### src/rtl/regfile_arb_pkg.sv
// Shared constants and arbitration-source encoding for the register-bank
// write arbiter.
package regfile_arb_pkg;

  localparam int DEFAULT_DATA_WIDTH    = 32;
  localparam int DEFAULT_ADDRESS_WIDTH = 4;
  localparam int DEFAULT_FIFO_DEPTH    = 2;
  localparam int DEFAULT_STARVE_LIMIT  = 4;

  // Which writer owns the bank write port in the current cycle.
  typedef enum logic [1:0] {
    ARB_NONE = 2'd0,
    ARB_WB   = 2'd1,
    ARB_MC   = 2'd2
  } arb_src_e;

endpackage

### src/rtl/regfile_write_arbiter_if.sv
// Writer-side bus of the register-bank write arbiter: the writeback stage and
// the multi-cycle unit each present one valid/ready write request channel.
//
// Handshake: a transfer happens on a rising clock edge where valid && ready
// are both high. The arbiter never waits on valid to raise ready; ready only
// reflects arbiter state (starve mode for wb, FIFO occupancy for mc).
interface regfile_write_arbiter_if
  import regfile_arb_pkg::*;
#(
  parameter int DATA_WIDTH    = DEFAULT_DATA_WIDTH,
  parameter int ADDRESS_WIDTH = DEFAULT_ADDRESS_WIDTH
) ();

  logic                     wb_valid;
  logic                     wb_ready;
  logic [ADDRESS_WIDTH-1:0] wb_address;
  logic [DATA_WIDTH-1:0]    wb_data;

  logic                     mc_valid;
  logic                     mc_ready;
  logic [ADDRESS_WIDTH-1:0] mc_address;
  logic [DATA_WIDTH-1:0]    mc_data;

  modport master (
    output wb_valid, wb_address, wb_data,
    input  wb_ready,
    output mc_valid, mc_address, mc_data,
    input  mc_ready
  );

  modport slave (
    input  wb_valid, wb_address, wb_data,
    output wb_ready,
    input  mc_valid, mc_address, mc_data,
    output mc_ready
  );

endinterface

### src/rtl/regfile_write_fifo.sv
// Small synchronous FIFO buffering multi-cycle-unit writes. Each entry is
// {address, data}; per-entry valid bits and addresses are exported so the
// parent can build the pending-write mask.
module regfile_write_fifo #(
  parameter int DEPTH  = 2,
  parameter int WIDTH  = 36,
  parameter int ADDR_W = 4
) (
  input  logic                         clk,
  input  logic                         rst_n,
  input  logic                         push,
  input  logic [WIDTH-1:0]             push_data,
  input  logic                         pop,
  output logic                         full,
  output logic                         empty,
  output logic [WIDTH-1:0]             head_data,
  output logic [DEPTH-1:0]             entry_valid,
  output logic [DEPTH-1:0][ADDR_W-1:0] entry_address
);

  localparam int PTR_W = $clog2(DEPTH);
  localparam int CNT_W = PTR_W + 1;

  logic [DEPTH-1:0][WIDTH-1:0] mem_q, mem_d;
  logic [PTR_W-1:0]            rd_ptr_q, rd_ptr_d;
  logic [PTR_W-1:0]            wr_ptr_q, wr_ptr_d;
  logic [CNT_W-1:0]            count_q, count_d;
  logic                        push_ok;
  logic                        pop_ok;

  assign full      = (count_q == CNT_W'(DEPTH));
  assign empty     = (count_q == '0);
  assign push_ok   = push && !full;
  assign pop_ok    = pop && !empty;
  assign head_data = mem_q[rd_ptr_q];

  // An entry is live when its distance from the read pointer is below the count.
  always_comb begin
    entry_valid   = '0;
    entry_address = '0;
    for (int i = 0; i < DEPTH; i++) begin
      entry_valid[i]   = ({1'b0, PTR_W'(i) - rd_ptr_q} < count_q);
      entry_address[i] = mem_q[i][WIDTH-1 -: ADDR_W];
    end
  end

  // Pointer, occupancy and storage next-state.
  always_comb begin
    mem_d    = mem_q;
    rd_ptr_d = rd_ptr_q;
    wr_ptr_d = wr_ptr_q;
    count_d  = count_q;
    if (push_ok) begin
      mem_d[wr_ptr_q] = push_data;
      wr_ptr_d        = wr_ptr_q + PTR_W'(1);
    end
    if (pop_ok) begin
      rd_ptr_d = rd_ptr_q + PTR_W'(1);
    end
    if (push_ok && !pop_ok) begin
      count_d = count_q + CNT_W'(1);
    end else if (pop_ok && !push_ok) begin
      count_d = count_q - CNT_W'(1);
    end
  end

  // FIFO state registers; reset empties the buffer.
  always_ff @(posedge clk or negedge rst_n) begin
    if (!rst_n) begin
      mem_q    <= '0;
      rd_ptr_q <= '0;
      wr_ptr_q <= '0;
      count_q  <= '0;
    end else begin
      mem_q    <= mem_d;
      rd_ptr_q <= rd_ptr_d;
      wr_ptr_q <= wr_ptr_d;
      count_q  <= count_d;
    end
  end

endmodule

### src/rtl/regfile_write_arbiter.sv
// Shares the register bank's single write port between the writeback stage
// (primary) and the buffered multi-cycle unit (secondary), with a starvation
// guard, a registered write stage, read forwarding and a pending-write mask.
module regfile_write_arbiter
  import regfile_arb_pkg::*;
#(
  parameter int DATA_WIDTH    = DEFAULT_DATA_WIDTH,
  parameter int ADDRESS_WIDTH = DEFAULT_ADDRESS_WIDTH,
  parameter int FIFO_DEPTH    = DEFAULT_FIFO_DEPTH,
  parameter int STARVE_LIMIT  = DEFAULT_STARVE_LIMIT
) (
  input  logic                          clk,
  input  logic                          rst_n,
  regfile_write_arbiter_if.slave        req,
  output logic                          rf_write_enable,
  output logic [ADDRESS_WIDTH-1:0]      rf_write_address,
  output logic [DATA_WIDTH-1:0]         rf_write_data,
  input  logic [ADDRESS_WIDTH-1:0]      read_address_1,
  input  logic [ADDRESS_WIDTH-1:0]      read_address_2,
  input  logic [DATA_WIDTH-1:0]         rf_read_data_1,
  input  logic [DATA_WIDTH-1:0]         rf_read_data_2,
  output logic [DATA_WIDTH-1:0]         read_data_1,
  output logic [DATA_WIDTH-1:0]         read_data_2,
  output logic [2**ADDRESS_WIDTH-1:0]   pending_mask,
  output logic                          waw_error
);

  localparam int ENTRY_W  = ADDRESS_WIDTH + DATA_WIDTH;
  localparam int STARVE_W = $clog2(STARVE_LIMIT + 1);

  logic                                      fifo_full;
  logic                                      fifo_empty;
  logic                                      fifo_push;
  logic                                      fifo_pop;
  logic [ENTRY_W-1:0]                        fifo_head;
  logic [FIFO_DEPTH-1:0]                     entry_valid;
  logic [FIFO_DEPTH-1:0][ADDRESS_WIDTH-1:0]  entry_address;

  logic                     starve_mode;
  logic                     wb_fire;
  logic                     mc_fire;
  arb_src_e                 arb_src;

  logic [STARVE_W-1:0]      starve_cnt_q, starve_cnt_d;
  logic                     rf_write_enable_q, rf_write_enable_d;
  logic [ADDRESS_WIDTH-1:0] rf_write_address_q, rf_write_address_d;
  logic [DATA_WIDTH-1:0]    rf_write_data_q, rf_write_data_d;
  logic                     waw_error_q, waw_error_d;

  regfile_write_fifo #(
    .DEPTH  (FIFO_DEPTH),
    .WIDTH  (ENTRY_W),
    .ADDR_W (ADDRESS_WIDTH)
  ) u_fifo (
    .clk           (clk),
    .rst_n         (rst_n),
    .push          (fifo_push),
    .push_data     ({req.mc_address, req.mc_data}),
    .pop           (fifo_pop),
    .full          (fifo_full),
    .empty         (fifo_empty),
    .head_data     (fifo_head),
    .entry_valid   (entry_valid),
    .entry_address (entry_address)
  );

  // A buffered write that has lost STARVE_LIMIT cycles in a row gets the port.
  assign starve_mode  = !fifo_empty && (starve_cnt_q == STARVE_W'(STARVE_LIMIT));
  assign req.wb_ready = !starve_mode;
  // Ready depends on occupancy only: a full FIFO refuses even if it pops now.
  assign req.mc_ready = !fifo_full;
  assign wb_fire      = req.wb_valid && req.wb_ready;
  assign mc_fire      = req.mc_valid && req.mc_ready;
  // Register 0 is hard-wired; its writes are consumed and dropped.
  assign fifo_push    = mc_fire && (req.mc_address != '0);
  assign fifo_pop     = (arb_src == ARB_MC);

  // Pick the owner of the write port for this cycle.
  always_comb begin
    arb_src = ARB_NONE;
    if (starve_mode) begin
      arb_src = ARB_MC;
    end else if (req.wb_valid) begin
      arb_src = ARB_WB;
    end else if (!fifo_empty) begin
      arb_src = ARB_MC;
    end
  end

  // Output-stage next state; address/data hold when nothing is written.
  always_comb begin
    rf_write_enable_d  = 1'b0;
    rf_write_address_d = rf_write_address_q;
    rf_write_data_d    = rf_write_data_q;
    case (arb_src)
      ARB_WB: begin
        if (req.wb_address != '0) begin
          rf_write_enable_d  = 1'b1;
          rf_write_address_d = req.wb_address;
          rf_write_data_d    = req.wb_data;
        end
      end
      ARB_MC: begin
        rf_write_enable_d                     = 1'b1;
        {rf_write_address_d, rf_write_data_d} = fifo_head;
      end
      default: begin
        rf_write_enable_d = 1'b0;
      end
    endcase
  end

  // Count consecutive lost cycles of a non-empty FIFO, saturating at the limit.
  always_comb begin
    starve_cnt_d = starve_cnt_q;
    if (fifo_empty || fifo_pop) begin
      starve_cnt_d = '0;
    end else if (starve_cnt_q != STARVE_W'(STARVE_LIMIT)) begin
      starve_cnt_d = starve_cnt_q + STARVE_W'(1);
    end
  end

  // One bit per register that still has a buffered write outstanding.
  always_comb begin
    pending_mask = '0;
    for (int i = 0; i < FIFO_DEPTH; i++) begin
      if (entry_valid[i]) begin
        pending_mask[entry_address[i]] = 1'b1;
      end
    end
  end

  // Sticky flag: writeback overtaking a buffered write to the same register.
  always_comb begin
    waw_error_d = waw_error_q;
    if (wb_fire && pending_mask[req.wb_address]) begin
      waw_error_d = 1'b1;
    end
  end

  // Forward the youngest in-flight value; FIFO contents are not visible yet.
  function automatic logic [DATA_WIDTH-1:0] forward_read(
    input logic [ADDRESS_WIDTH-1:0] addr,
    input logic [DATA_WIDTH-1:0]    bank_data,
    input logic                     wb_hit,
    input logic [ADDRESS_WIDTH-1:0] wb_addr,
    input logic [DATA_WIDTH-1:0]    wb_dat,
    input logic                     st_en,
    input logic [ADDRESS_WIDTH-1:0] st_addr,
    input logic [DATA_WIDTH-1:0]    st_dat
  );
    if (addr == '0) return '0;
    if (wb_hit && (wb_addr == addr)) return wb_dat;
    if (st_en && (st_addr == addr)) return st_dat;
    return bank_data;
  endfunction

  assign read_data_1 = forward_read(read_address_1, rf_read_data_1, wb_fire,
                                    req.wb_address, req.wb_data, rf_write_enable_q,
                                    rf_write_address_q, rf_write_data_q);
  assign read_data_2 = forward_read(read_address_2, rf_read_data_2, wb_fire,
                                    req.wb_address, req.wb_data, rf_write_enable_q,
                                    rf_write_address_q, rf_write_data_q);

  assign rf_write_enable  = rf_write_enable_q;
  assign rf_write_address = rf_write_address_q;
  assign rf_write_data    = rf_write_data_q;
  assign waw_error        = waw_error_q;

  // Arbiter state registers; reset drops any write in the output stage.
  always_ff @(posedge clk or negedge rst_n) begin
    if (!rst_n) begin
      starve_cnt_q       <= '0;
      rf_write_enable_q  <= 1'b0;
      rf_write_address_q <= '0;
      rf_write_data_q    <= '0;
      waw_error_q        <= 1'b0;
    end else begin
      starve_cnt_q       <= starve_cnt_d;
      rf_write_enable_q  <= rf_write_enable_d;
      rf_write_address_q <= rf_write_address_d;
      rf_write_data_q    <= rf_write_data_d;
      waw_error_q        <= waw_error_d;
    end
  end

endmodule

### src/flat_wrapper.sv
// flat-port wrapper written by rule: the top's interface ports become plain ports
module regfile_write_arbiter_flat import regfile_arb_pkg::*;
#(
  parameter int DATA_WIDTH    = DEFAULT_DATA_WIDTH,
  parameter int ADDRESS_WIDTH = DEFAULT_ADDRESS_WIDTH,
  parameter int FIFO_DEPTH    = DEFAULT_FIFO_DEPTH,
  parameter int STARVE_LIMIT  = DEFAULT_STARVE_LIMIT
)
  (clk, rst_n, rf_write_enable, rf_write_address, rf_write_data, read_address_1, read_address_2, rf_read_data_1, rf_read_data_2, read_data_1, read_data_2, pending_mask, waw_error, req_wb_valid, req_wb_address, req_wb_data, req_wb_ready, req_mc_valid, req_mc_address, req_mc_data, req_mc_ready);
  regfile_write_arbiter_if #(.DATA_WIDTH(DATA_WIDTH), .ADDRESS_WIDTH(ADDRESS_WIDTH)) req_i ();
  input  logic clk;
  input  logic rst_n;
  output logic rf_write_enable;
  output logic [ADDRESS_WIDTH-1:0] rf_write_address;
  output logic [DATA_WIDTH-1:0] rf_write_data;
  input  logic [ADDRESS_WIDTH-1:0] read_address_1;
  input  logic [ADDRESS_WIDTH-1:0] read_address_2;
  input  logic [DATA_WIDTH-1:0] rf_read_data_1;
  input  logic [DATA_WIDTH-1:0] rf_read_data_2;
  output logic [DATA_WIDTH-1:0] read_data_1;
  output logic [DATA_WIDTH-1:0] read_data_2;
  output logic [2**ADDRESS_WIDTH-1:0] pending_mask;
  output logic waw_error;
  input wire logic [$bits(req_i.wb_valid)-1:0] req_wb_valid;
  input wire logic [$bits(req_i.wb_address)-1:0] req_wb_address;
  input wire logic [$bits(req_i.wb_data)-1:0] req_wb_data;
  output wire logic [$bits(req_i.wb_ready)-1:0] req_wb_ready;
  input wire logic [$bits(req_i.mc_valid)-1:0] req_mc_valid;
  input wire logic [$bits(req_i.mc_address)-1:0] req_mc_address;
  input wire logic [$bits(req_i.mc_data)-1:0] req_mc_data;
  output wire logic [$bits(req_i.mc_ready)-1:0] req_mc_ready;
  assign req_i.wb_valid = req_wb_valid;
  assign req_i.wb_address = req_wb_address;
  assign req_i.wb_data = req_wb_data;
  assign req_wb_ready = req_i.wb_ready;
  assign req_i.mc_valid = req_mc_valid;
  assign req_i.mc_address = req_mc_address;
  assign req_i.mc_data = req_mc_data;
  assign req_mc_ready = req_i.mc_ready;
  regfile_write_arbiter #(.DATA_WIDTH(DATA_WIDTH), .ADDRESS_WIDTH(ADDRESS_WIDTH), .FIFO_DEPTH(FIFO_DEPTH), .STARVE_LIMIT(STARVE_LIMIT)) u_core (.clk(clk), .rst_n(rst_n), .req(req_i), .rf_write_enable(rf_write_enable), .rf_write_address(rf_write_address), .rf_write_data(rf_write_data), .read_address_1(read_address_1), .read_address_2(read_address_2), .rf_read_data_1(rf_read_data_1), .rf_read_data_2(rf_read_data_2), .read_data_1(read_data_1), .read_data_2(read_data_2), .pending_mask(pending_mask), .waw_error(waw_error));
endmodule
### config.mk
export PLATFORM = sky130hd
export DESIGN_NAME = regfile_write_arbiter_flat
export DESIGN_NICKNAME = d
export VERILOG_FILES = /design/src/rtl/regfile_arb_pkg.sv /design/src/rtl/regfile_write_arbiter_if.sv /design/src/rtl/regfile_write_fifo.sv /design/src/rtl/regfile_write_arbiter.sv /design/src/flat_wrapper.sv
export SDC_FILE = /design/constraint.sdc
export NUM_CORES = 1
export LEC_CHECK = 0
export CORE_MARGIN = 1
export CORE_UTILIZATION = 25
export DETAILED_ROUTE_END_ITERATION = 10
export PLACE_DENSITY = 0.57
export SLEW_MARGIN = 20
export SYNTH_ARGS = -nofsm -noshare
export SYNTH_HDL_FRONTEND = slang
export SYNTH_HIERARCHICAL = 1
export SYNTH_SLANG_ARGS = --single-unit
### constraint.sdc
create_clock -name clk -period 2.6 [get_ports clk]
set_input_delay 0.26 -clock clk [delete_from_list [all_inputs] [get_ports clk]]
set_output_delay 0.26 -clock clk [all_outputs]
set_load 0.01 [all_outputs]
## Yosys cells after proc, flatten, opt, wreduce, memory -nomap -nowiden

Index checks and enable logic that the tools add are counted.
Widths: inputs -> output; s select.

- Bits in registers: 117
- Input port bits: 148
- Output and inout bits: 120

- Add/sub/neg operators: 7
- Order comparisons: 10
- Equal/unequal tests: 10
- Muxes and demuxes: 50
- Bitwise logic cells: 1
- Reduce and logical (&&, ||, !) cells: 31

Operators with widths:

| operator | number |
|---|---|
| $mux 32 | 13 |
| $mux 36 | 3 |
| $bwmux 72 | 1 |
| $pmux 32 s2 | 1 |
| $demux 36 s1 | 1 |
| $mux 16 | 2 |
| $eq 4x4->1 | 4 |
| $logic_and 1x1->1 | 16 |
| $mux 1 | 16 |
| $or 16x16->16 | 1 |
| $lt 4x5->1 const B | 3 |
| $mux 2 | 5 |
| $demux 1 s4 | 2 |
| $ge 4x1->1 const B | 2 |
| $logic_not 4->1 | 2 |
| $pmux 4 s2 | 1 |
| $reduce_bool 4->1 | 2 |
| $mux 3 | 2 |
| $reduce_bool 2->1 | 3 |
| $logic_not 1->1 | 5 |
| $bmux 1 s4 | 1 |
| $eq 2x2->1 const B | 2 |
| $lt 1x2->1 | 2 |
| $lt 1x2->1 const B | 2 |
| 15 further kinds | 17 |

## Longest topological paths before layout

- Depth after elaboration: 13
- Gate-level depth with buffers: 11

## Hierarchy

The synthesis kept the hierarchy.

By module, submodules not included:

| module | instances | cells each | area an instance (um^2) | seq. area each (um^2) |
|---|---|---|---|---|
| regfile_write_arbiter | 1 | 495 | 4,372.9 | 1,026.0 |
| regfile_write_fifo | 1 | 222 | 3,585.9 | 1,901.8 |

## Least setup slack after synthesis

OpenSTA, ideal clock, no wires.

- Path type: register -> register
- From: register u_core.starve_cnt_q[0]
- To: register u_core.rf_write_data_q[11], in the netlist u_core/rf_write_data[11]
- Library setup time: 138 ps
- Arrival: 2,154 ps
- Required time: 2,462 ps
- Path slack: 308 ps
- Stages on the path, launching flop included: 11
- Path buffers: 2
- Cell sequence: dfrtp_1 > inv_1 > ha_1 > nand2_1 > or2_1 > nand2_1 > ha_1 > clkbuf_1 > clkbuf_1 > mux2i_1 > o21ai_0

- Cells in the longest elaborated chain, start to end: 6
- Elaborated cells between the ends (all ways): 9
- Those cells by class: eq/ne: 4; mux: 2; reduce/logical: 3

RTL lines:

| item | RTL line | RTL |
|---|---|---|
| start: declaration | regfile_write_arbiter.sv:44 | `logic [STARVE_W-1:0] starve_cnt_q, starve_cnt_d;` |
| start signal: assignment | regfile_write_arbiter.sv:179 | `starve_cnt_q <= starve_cnt_d;` |
| $eq 3x3->1 (*) | regfile_write_arbiter.sv:68 | `assign starve_mode = !fifo_empty && (starve_cnt_q == STARVE_W'(STARVE_LIMIT));` |
| $logic_and 1x1->1 (*) | regfile_write_arbiter.sv:68 |  |
| $mux 2 (*) | regfile_write_arbiter.sv:81 | `if (starve_mode) begin` |
| $eq 2x2->1 (*) | n/a |  |
| named net u_core.fifo_pop | regfile_write_arbiter.sv:34 | `logic fifo_pop;` |
| $reduce_bool 2->1 (no line) | n/a |  |
| $reduce_and 2->1 (no line) | n/a |  |
| end signal: assignment | regfile_write_arbiter.sv:182 | `rf_write_data_q <= rf_write_data_d;` |
| end: declaration | regfile_write_arbiter.sv:47 | `logic [DATA_WIDTH-1:0] rf_write_data_q, rf_write_data_d;` |

The timed path passes the listed nets; every way through them passes the cells marked *.
A chain may end at the register's enable or synchronous reset.

## Final worst setup path

- From: register u_core.rf_write_address_q[1], in the netlist u_core/rf_write_address[1]
- To: output port read_data_1[22]

- Cells in the longest elaborated chain, start to end: 8
- Elaborated cells between the ends (all ways): 9
- Those cells by class: eq/ne: 1; mux: 7; reduce/logical: 1

RTL lines:

| item | RTL line | RTL |
|---|---|---|
| start: declaration | regfile_write_arbiter.sv:46 | `logic [ADDRESS_WIDTH-1:0] rf_write_address_q, rf_write_address_d;` |
| start signal: assignment | regfile_write_arbiter.sv:181 | `rf_write_address_q <= rf_write_address_d;` |
| $eq 4x4->1 (*) | regfile_write_arbiter.sv:154 | `if (st_en && (st_addr == addr)) return st_dat;` |
| $logic_and 1x1->1 (*) | regfile_write_arbiter.sv:154 |  |
| $mux 1 (2 in series) | regfile_write_arbiter.sv:154 |  |
| $mux 1 | regfile_write_arbiter.sv:153 | `if (wb_hit && (wb_addr == addr)) return wb_dat;` |
| $mux 32 (*) | regfile_write_arbiter.sv:155 | `return bank_data;` |
| $mux 32 (*) | regfile_write_arbiter.sv:154 |  |
| $mux 32 (*) | regfile_write_arbiter.sv:153 |  |
| end: declaration | flat_wrapper.sv:20 | `output logic [DATA_WIDTH-1:0] read_data_1;` |

Every way passes the cells marked *; elsewhere a longest branch is shown, timed or not. The select of a mux whose other input is x is not followed.

==> flow_summary_export.csv <==
group,metric,value,unit
route,ant_nets,0,
route,drt_iter0_markers,243,
critical_path,cpMostUsedCell,"buf_6",
global_routing,grt_pass1_wl,42860,um
clock_network,cts_sinks,117,
synth,synthArstFlopShare,100.0,%
synth,syn_area,7959,um^2
critical_path,rr_startpoint,"u_core/starve_cnt_q[0]$_DFFE_PN0P_",
die,die_area,32550,um^2
synth,synth_xor_area_share,2.421,%
critical_path,cp.buffers_inverters,6,
finish,multi_input_area,4890,um^2
status,status,"finished with violations",
critical_path,cp-start-kind,"flip-flop",
global_routing,grt_pass1_vias,7036,
die,fp.coreArea,30990,um^2
power_and_ir_drop,p_per_area,922.8,nW/um^2
status,failed_checks,"negative setup slack",
clock_network,htreeDepth,4,
critical_path,rr_endpoint,"u_core/rf_write_data[19]$_DFFE_PN0P_",
synth,syn_inst,717,
timing,finalWorstSetupSlack,-24.23,ps
timing,tightest_slew,791.4,ps
critical_path,slowest_delay,400,ps
clock_network,cts_tree,"yes",
critical_path,end_kind,"output port",
finish,syn2layout_area_growth,57.82,%
place,gp_congestion,0.8696,
synth,yosysMostFrequentCell,"dfrtp_1",
synth,synth_top_area_share,36.79,%
critical_path,required,2340,ps
timing,rsz0062_at_grt,"yes",
synth,synth_cell_types,51,
route,wl_met3,1599,um
global_routing,groute.usage.overall,17.10,%
synth,muxShareOfSynthArea,29.95,%
die,fp-row-count,64,
critical_path,crit_arrival,2360,ps
synth,yosysSeqAreaShare,36.79,%
synth,syn_avg_cell_area,11.10,um^2
synth,ys_top_cells_by_count,"dfrtp_1, mux2i_1, mux2_2, nor2_1, a211oi_2",
critical_path,cp_slowest_cell,"dfrtp_1",
synth,yosys.area.top_type,"dfrtp_1",
place,port_buffers,267,
finish,n_antenna_cell,0,
place,dp_hpwl,18880,um
synth,synthFlopType,"dfrtp_1",
synth,ys_ff_latch,117,
synth,synth_nets,870,
critical_path,crit_type,"flip-flop to output port",
clock_network,root_buffer,"clkbuf_16",
synth,synth-compound-area-share,14.82,%
place,dp_cells,1371,
timing,fin_tns_setup,-40.65,ps
global_routing,antenna_found_initial,0,
timing,skew,12.68,ps
critical_path,worstPathMaxFanout,6,
timing,timing.fmax,0.3811,GHz
global_routing,grt_max_degree,73,
route,vias,6896,
finish,seq_area,2932,um^2
timing,slew_headroom,47.24,%
critical_path,reg2reg_depth,12,
finish,drive_above_1_share,40.19,%
clock_network,worstSkewPairLatency,410,ps
route,wl_met2,13380,um
job,max_cap_viol_count,0,
route,viasPerCell,4.753,
die,num_io_pins,268,
timing,final.period_utilization,100.9,%
route,top_layer,"met4",
synth,synthAdderAreaFrac,0.7860,%
route,drt-met1-wl,13010,um
die,fp.dieH,180.4,um
clock_network,cts_buffers,17,
route,dr.pass1.iters,4,
critical_path,ff2ff_setup_slack,240,ps
synth,ys_warn_count,6,
die,floorplan.initialDensity,25.68,%
route,post-route-drc-count,0,
timing,period_needed,2624,ps
min_path,worst_hold_path_type,"input pin to asynchronous set/reset pin",
global_routing,grt_overflow,0,
timing,setup_violations,3,
route,totalWireLength,28240,um
clock_network,clock_path_buffers,2,
synth,synth-edff-count,0,
die,die-width,180.4,um
timing,hold_violations,0,
finish,num-nets-final,1195,
finish,fin_cells,1451,
clock_network,cts.clk_slew.worst_paths,60,ps
power_and_ir_drop,ir_worst_vdd,425.4,uV
synth,synth_area_leaders,"dfrtp_1, mux2i_1, mux2_2",
synth,synthSimpleGateAreaFrac,9.291,%
critical_path,crit_family,"buffers and inverters",
power_and_ir_drop,p_leak,5.136,nW
route,wire_per_inst,19.46,um
timing,maxSlewViolCount,0,
synth,synth_top_family_by_area,"multiplexers",
critical_path,path_cells,"buf_6, xor2_2, nor4_4, buf_6, buf_12, buf_12, buf_6, mux2i_2, a211oi_2, buf_2",
finish,fillers,2991,
[stage by stage]
| stage | util, % | setup WS [ps] | area [um^2] | hold slack (ps) | power (W) |
|---|---|---|---|---|---|
| floorplan | - | 308.3 | 7959 | -35.59 | 0.006862 |
| global placement | 36.56 | -435.2 | 11330 | 117.3 | 0.008947 |
| detailed placement | 36.56 | -447.7 | 11330 | 118.6 | 0.009020 |
| CTS | 39.27 | -66.37 | 12170 | 207.4 | 0.01156 |
| global route | 40.53 | -126.5 | 12560 | 221.7 | 0.01233 |
| finish | 40.53 | -24.23 | 12560 | 225.4 | 0.01159 |
[report_power, final]
part	leakage [nW]	total [W]	internal [W]	switching, W
sequential	1.40	0.00353	0.00275	0.000781
combinational	3.46	0.00566	0.00322	0.00244
clock	0.279	0.00240	0.00147	0.000926
total	5.14	0.0116	0.00744	0.00415
[per-layer routing]
| metal | global-route usage, % | up-vias |
|---|---|---|
| met5 | 0 | - |
| li1 | - | 3258 |
| met3 | 4.588 | 17 |
| met1 | 22.28 | 3389 |
| met4 | 3.316 | 0 |
| met2 | 28.37 | 232 |
[what timing repair did]
item                                    in CTS  in global routing
resized for setup                          290                 71
endpoints found under the hold margin       79                  0
hold buffers                                 1                  0
cloned                                       5                  2
pin swaps                                   19                 30
buffers inserted                            22                 21
endpoints found under the setup margin      68                 65
[placed cells by master, fill, tap and decap left out, types with 19 or more instances in the layout]
master	n
nand2_1	43
buf_4	57
dfrtp_1	114
mux2_2	72
buf_2	61
clkbuf_16	19
buf_12	26
clkdlybuf4s50_1	188
o21ai_0	22
a211oi_2	62
mux2_4	30
nor2_1	70
mux2i_1	79
[worst max path at each step]
| stage | startpoint | end | slack (ps) | depth (start not counted) |
|---|---|---|---|---|
| 2_1_floorplan | u_core/starve_cnt_q[0]$_DFFE_PN0P_ | u_core/rf_write_data[11]$_DFFE_PN0P_ | 310 | 10 |
| 3_3_place_gp | read_address_2[1] | read_data_2[1] | -440 | 8 |
| 3_5_place_dp | read_address_2[1] | read_data_2[1] | -450 | 8 |
| 4_1_cts | u_core/rf_write_address[1]$_DFFE_PN0P_ | read_data_2[1] | -70 | 8 |
| 5_1_grt | u_core/rf_write_address[1]$_DFFE_PN0P_ | read_data_1[23] | -130 | 10 |
| 6_report | u_core/rf_write_address[1]$_DFFE_PN0P_ | read_data_1[22] | -20 | 10 |
[worst register-to-register path: cells and delay by family (launching register included)]
kind                       cells  cell delay [ps]
muxes                          1              200
DFF                            1              380
and+or+nand+nor                3              390
adders and majority gates      2              410
buffers and inverters          5              680
AOI/OAI and AO/OA              1              180
[cells by family after synthesis]
family	Yosys count
AOI/OAI and AO/OA	132
xor gates and xnor gates	22
adders and majority gates	5
buffers and inverters	71
DFF	117
muxes	213
and+or+nand+nor	157
[state kept, by name, indices dropped and copies added (netlist names), 2 cells and up]
name,cells
u_core/rf_write_address,4
u_core/rf_write_data,32
u_core/starve_cnt_q,3
u_core/u_fifo/count_q,2
u_core/u_fifo/entry_address,8
u_core/u_fifo/mem_q,64
[area by class of cell]
type,instances,share of cell area [%]
multi-input cells,529,38.93
repair buffers,369,28.72
flip-flops and latches,117,23.34
well taps,396,3.945
clock buffers,19,3.606
clock inverters,13,1.165
inverters,8,0.2988
No activity file was read; power rests on OpenSTA's default activity.
